$ cat config.mk
export PLATFORM = sky130hd
export DESIGN_NAME = local_ram_if
export DESIGN_NICKNAME = d
export VERILOG_FILES = /design/src/rtl/local_ram_if.sv
export SDC_FILE = /design/constraint.sdc
export NUM_CORES = 1
export LEC_CHECK = 0
export ABC_AREA = 1
export CAP_MARGIN = 20
export CORE_ASPECT_RATIO = 1.5
export CORE_UTILIZATION = 27
export CTS_BUF_LIST = sky130_fd_sc_hd__clkbuf_8
export DETAILED_ROUTE_END_ITERATION = 6
export GPL_ROUTABILITY_DRIVEN = 0
export PLACE_DENSITY = 0.83
export SYNTH_ARGS = -nofsm -noshare
export SYNTH_HDL_FRONTEND = slang
export SYNTH_SLANG_ARGS = --single-unit
$ cat constraint.sdc
create_clock -name clk -period 1.2 [get_ports clk]
set_clock_uncertainty 0.1 [all_clocks]
set_input_delay 0.3 -clock clk [delete_from_list [all_inputs] [get_ports clk]]
set_output_delay 0.3 -clock clk [all_outputs]
set_load 0.05 [all_outputs]
$ cat src/rtl/local_ram_if.sv
// local_ram_if: native valid/ready memory bus responder fronting a byte-lane local RAM.
// Decodes a WORDS*4-byte window at BASE_ADDR, issues RAM strobes combinationally in
// IDLE, acks writes after 1 cycle and reads after 2 cycles.
// Optional write protection of the low WP_WORDS words: define LOCAL_RAM_IF_WP_EN.
module local_ram_if #(
    parameter logic [31:0] BASE_ADDR = 32'h0000_0000,
    parameter int unsigned WORDS     = 256,
    parameter int unsigned ADDR_BITS = 11,
    parameter int unsigned WP_WORDS  = 64
) (
    input  logic                 clk,
    input  logic                 reset_,
    input  logic                 mem_valid,
    input  logic                 mem_instr,
    input  logic [31:0]          mem_addr,
    input  logic [31:0]          mem_wdata,
    input  logic [3:0]           mem_wstrb,
    output logic                 mem_ready,
    output logic [31:0]          mem_rdata,
    output logic [3:0]           ram_wr,
    output logic                 ram_rd,
    output logic [ADDR_BITS-1:0] ram_addr,
    output logic [31:0]          ram_wdata,
    input  logic [31:0]          ram_rdata,
    output logic                 wp_violation
);

    typedef enum logic [1:0] {
        IDLE    = 2'd0,
        RD_WAIT = 2'd1,
        ACK     = 2'd2
    } state_t;

    // 33-bit window math so BASE_ADDR + size cannot wrap
    localparam logic [32:0] WIN_BASE = {1'b0, BASE_ADDR};
    localparam logic [32:0] WIN_SIZE = 33'(WORDS) << 2;

    state_t      state_q;
    state_t      state_d;
    logic [32:0] win_off;
    logic        sel;
    logic        is_write;
    logic        wr_blocked;
    logic        wp_hit;

    // Address decode: offset into the window; below-base addresses wrap above WIN_SIZE
    assign win_off   = {1'b0, mem_addr} - WIN_BASE;
    assign sel       = mem_valid && (win_off < WIN_SIZE);
    assign is_write  = (mem_wstrb != 4'h0);
    assign ram_addr  = mem_addr[ADDR_BITS+1:2];
    assign ram_wdata = mem_wdata;

`ifdef LOCAL_RAM_IF_WP_EN
    localparam logic [30:0] WP_LIMIT = 31'(WP_WORDS);

    // Writes to the low protected words are swallowed but still acknowledged
    assign wr_blocked = (win_off[32:2] < WP_LIMIT);

    // Sticky protection-violation flag, cleared only by reset
    always_ff @(posedge clk or negedge reset_) begin
        if (!reset_) begin
            wp_violation <= 1'b0;
        end else if (wp_hit) begin
            wp_violation <= 1'b1;
        end
    end

    logic unused_ok;
    assign unused_ok = &{1'b0, mem_instr};
`else
    assign wr_blocked   = 1'b0;
    assign wp_violation = 1'b0;

    logic unused_ok;
    assign unused_ok = &{1'b0, mem_instr, wp_hit, 1'(WP_WORDS)};
`endif

    // State register
    always_ff @(posedge clk or negedge reset_) begin
        if (!reset_) begin
            state_q <= IDLE;
        end else begin
            state_q <= state_d;
        end
    end

    // Next-state and RAM strobe decode; strobes only ever fire in IDLE
    always_comb begin
        state_d = state_q;
        ram_wr  = 4'h0;
        ram_rd  = 1'b0;
        wp_hit  = 1'b0;
        unique case (state_q)
            IDLE: begin
                if (sel) begin
                    if (is_write) begin
                        ram_wr  = wr_blocked ? 4'h0 : mem_wstrb;
                        wp_hit  = wr_blocked;
                        state_d = ACK;
                    end else begin
                        ram_rd  = 1'b1;
                        state_d = RD_WAIT;
                    end
                end
            end
            RD_WAIT: state_d = ACK;
            ACK:     state_d = IDLE;
            default: state_d = IDLE;
        endcase
    end

    // Completion pulse registered alongside the ACK state
    always_ff @(posedge clk or negedge reset_) begin
        if (!reset_) begin
            mem_ready <= 1'b0;
        end else begin
            mem_ready <= (state_d == ACK);
        end
    end

    // Read data capture; holds its value outside RD_WAIT
    always_ff @(posedge clk or negedge reset_) begin
        if (!reset_) begin
            mem_rdata <= 32'h0;
        end else if (state_q == RD_WAIT) begin
            mem_rdata <= ram_rdata;
        end
    end

endmodule

# [Word-level counts from Yosys, hierarchy flattened]
# Index checks and enable logic that the tools add are counted.
[classes] magnitude_cmp=1 eq_ne=2 n_mux=9 reduce_logical=3
[ops] cell="$lt 32x11->1 const B" count=1
[ops] cell="$mux 4" count=3
[ops] cell="$mux 2" count=2
[ops] cell="$pmux 2 s2" count=1
[ops] cell="$reduce_bool 4->1" count=1
[ops] cell="$mux 1" count=3
[ops] cell="$eq 2x1->1 const B" count=1
[ops] cell="$eq 2x2->1 const B" count=1
[ops] cell="$logic_not 2->1" count=1
[ops] cell="$logic_and 1x1->1" count=1
[word_totals] regBits=35 output_inout_bits=82

# [Depth between registers and ports, before layout]
[depth] ltp_word=5 depth_mapped=5 depth_no_buf=5

# [Worst setup path after synthesis]
# No wires, ideal clock.
[synth_path] path_kind="input port to output port" startpoint="input port mem_addr[21]" endpoint="output port ram_rd" t_arrival_ns=1.443 path_slack_ns=-0.643 cell_stages=5 cell_sequence="nor2_1 nand2_1 nor2_1 nand4_1 nor2_1"
[synth_between] elab_chain_len=4
[synth_lines] item="start: declaration" line_no="15" source="input logic [31:0] mem_addr,"
[synth_lines] item="$lt 32x11->1" line_no="48" source="assign sel = mem_valid && (win_off < WIN_SIZE);"
[synth_lines] item="$logic_and 1x1->1" line_no="48"
[synth_lines] item="$mux 1" line_no="95" source="if (sel) begin"
[synth_lines] item="$mux 1" line_no="93" source="unique case (state_q)"
[synth_lines] item="end: declaration" line_no="21" source="output logic ram_rd,"
# No other way between the ends.

# [Worst setup path in the final report]
[layout_path] startpoint="register state_q[1]" endpoint="output port ram_wr[0]"
[layout_between] elab_chain_len=2
[layout_lines] item="start: declaration" line_no="38" source="state_t state_q;"
[layout_lines] item="start signal: assignment" line_no="83" source="state_q <= state_d;"
[layout_lines] item="$logic_not 2->1"
[layout_lines] item="$mux 4" line_no="93"
[layout_lines] item="end: declaration" line_no="20" source="output logic [3:0] ram_wr,"
# No other way between the ends.

==> flow_summary.ini <==
[sta]
finalWorstSetupSlack_ns = -0.489
report.final.slew_viol_count = 0
fmax_mhz = 592
fin_crit_sh_pct = 141
hold_violations = 0
rsz0062_at_grt = yes
setup_viol = 70
whs_ns = 0.359
period_needed_ns = 1.69
tns_ns = -9.16

[detailed_routing]
firstDrtPassIters = 2
drtIter0Drc = 27
drt_wl_total_um = 5150
wl_per_cell_um = 15.5
drc = 0
viasPerCell = 4.35
num_vias = 1447
ant_nets = 0

[floorplan]
num_rows = 36
die_h_um = 104
die_x_um = 70.1
initial_core_util_pct = 28.3
die-area_sq_mm = 0.00730
io_pins = 186
coreArea_sq_mm = 0.00662

[global_route]
grt.total_usage_pct = 14.5
use_met1_pct = 14.6
grt.met3_usage_pct = 3.97
grt_pass1_wl_um = 8110
grt_use_met2_pct = 24.9
grt-ovfl-total = 0
antenna_found_initial = 0
grt_busiest_layer = met2
grt_pass1_vias = 1609
grt_max_degree = 36

[critical_path]
end_kind = output pin
startpoint_type = flip-flop
crit_fanout = 6
path_class = reg -> out
critPathArrivalTime_ns = 1.29
reg2reg_depth = 4
cpLargestDelayFamily = flip-flops
critPathMaxStageDelay_ns = 0.38
worstPathRequired_ns = 0.80
rrSetupSlack_ns = -0.17
path_buf_inv = 2
crit_cells = 5
worst_path_max_delay_cell = dfrtp_1
path_cells = nor2_1 -> nand4_1 -> buf_6 -> nor2_4 -> buf_12

[synthesis]
synth_top_cell_area_share_pct = 46.7
synth_edf_count = 0
synth_area_leaders = dfrtp_1 (47%), mux2_4 (22%), buf_4 (18%)
yosys.area.top_type = dfrtp_1
syn_nets = 260
synth_seq_area_share_pct = 46.7
synthDistinctLibCells = 13
ys.flop_type = dfrtp_1
yosysWarnings = 0
synth_most_common_cell = buf_4
ys_top_cells_by_count = buf_4 (44), dfrtp_1 (35), mux2_4 (28), nor2_1 (23), nand2_1 (9)
ys_async_sr_fraction_pct = 100
synthCells = 156
synth.avg_cell_area_sq_um = 12.0
syn_area_sq_mm = 0.00188
synth_seq_cells = 35

[cells_and_area]
syn_to_final_growth_pct = 88.1
register_area_sq_um = 876
stdcell_count = 333
drive_gt1_share_pct = 60.3
nets = 360
multi_input_area_sq_um = 686
final_area_sq_mm = 0.00353
n_fill_cell = 542
diodes = 0

[worst_hold_path]
whs_path_depth = 5
worstHoldPathType = in -> reg

[outcome]
outcome = complete, but fails checks
violations = setup timing

[clocking]
cts_root_buf = clkbuf_8
cts_tree = done
numCtsBuffers = 5
clock_latency_ns = 0.27
clk_path_buf_depth = 2
clk_pin_slew_ns = 0.07
h-tree-depth = 2
cts.sinks = 35

[power]
power_density_mw_per_mm2 = 907
power.leakage_uw = 0.00174
ir_drop_mv = 0.521

[placed_design]
place_area_sq_mm = 0.00321
dpl.cell_count = 303
dpl.hpwl_um = 3800
numPortBuffers = 101

[job]
cap_violations = 0
flip-flops by register name, summed over array words and instances, names as in the netlist:
signal and flops:
mem_rdata 32, mem_ready 1, state_q 2
per-stage QoR:
step | util, % | power [uW] | setup slack [ns]
global route | 53.3 | 3350 | -0.541
detailed placement | 48.5 | 2160 | -0.875
floorplan | - | 1970 | -0.534
CTS | 53.0 | 3250 | -0.525
finish | 53.3 | 3200 | -0.489
global placement | 48.5 | 2150 | -0.860
layout make-up:
type                       count  area share, %
timing repair buffer         140           49.2
sequential                    35           24.8
multi-input combinational     69           19.4
clock inverter                 3           1.24
tap                           76           2.69
inverter                       5          0.674
clock buffer                   5           1.95
where the power goes:
part	switching (uW)	internal, uW
combinational	360	491
clock	438	619
sequential	61.1	1230
total	859	2340
logic make-up after synthesis:
family / count (synthesis) / share of synthesized area (%)
AOI/OAI and AO/OA: 1 / 0.266
buffers and inverters: 52 / 20.4
DFF: 35 / 46.7
muxes: 32 / 24.8
other: 1 / 0.200
and+or+nand+nor: 35 / 7.67
worst paths after layout:
| kind | start | to |
|---|---|---|
| setup / recovery | state_q[1] | ram_wr[0] |
| hold / removal | mem_wstrb[3] | state_q[0] |
| setup reg to reg | state_q[0] | mem_rdata[12] |
| hold reg to reg | mem_rdata[12] | mem_rdata[12] |
| max in group asynchronous | reset_ | mem_rdata[12] |
| min in group asynchronous | reset_ | mem_rdata[8] |
routing by layer:
layer	share of wire (%)	vias to the layer above	routed length, um
li1	-	654	-
met5	0	-	0
met4	7.2	0	372
met2	51	81	2630
met1	34	671	1750
met3	7.8	41	403
placed cells by master (no fill, tap or decap), types with 6 or more instances in the layout:
| cell type | instances |
|---|---|
| buf_12 | 45 |
| dfrtp_1 | 35 |
| clkdlybuf4s50_1 | 32 |
| buf_4 | 30 |
| mux2_4 | 28 |
| buf_2 | 15 |
| nor2_1 | 12 |
| nand2_1 | 8 |
| nor2_2 | 6 |
worst register-to-register path, stage by stage, from the launching register on:
cell and delay, ns:
dfrtp_1 0.39, buf_4 0.16, nand2_8 0.13, buf_12 0.16
mux2_2 0.33
what timing repair did:
| action | CTS | global route |
|---|---|---|
| pin swaps | 26 | 17 |
| hold buffers | 1 | 0 |
| setup endpoints to repair | 76 | 72 |
| endpoints found under the hold margin | 35 | 0 |
| setup buffers | 16 | 9 |
| gates resized for setup | 89 | 10 |
| gates cloned | 2 | 0 |
Note: power is estimated with default switching activity, not from simulation.
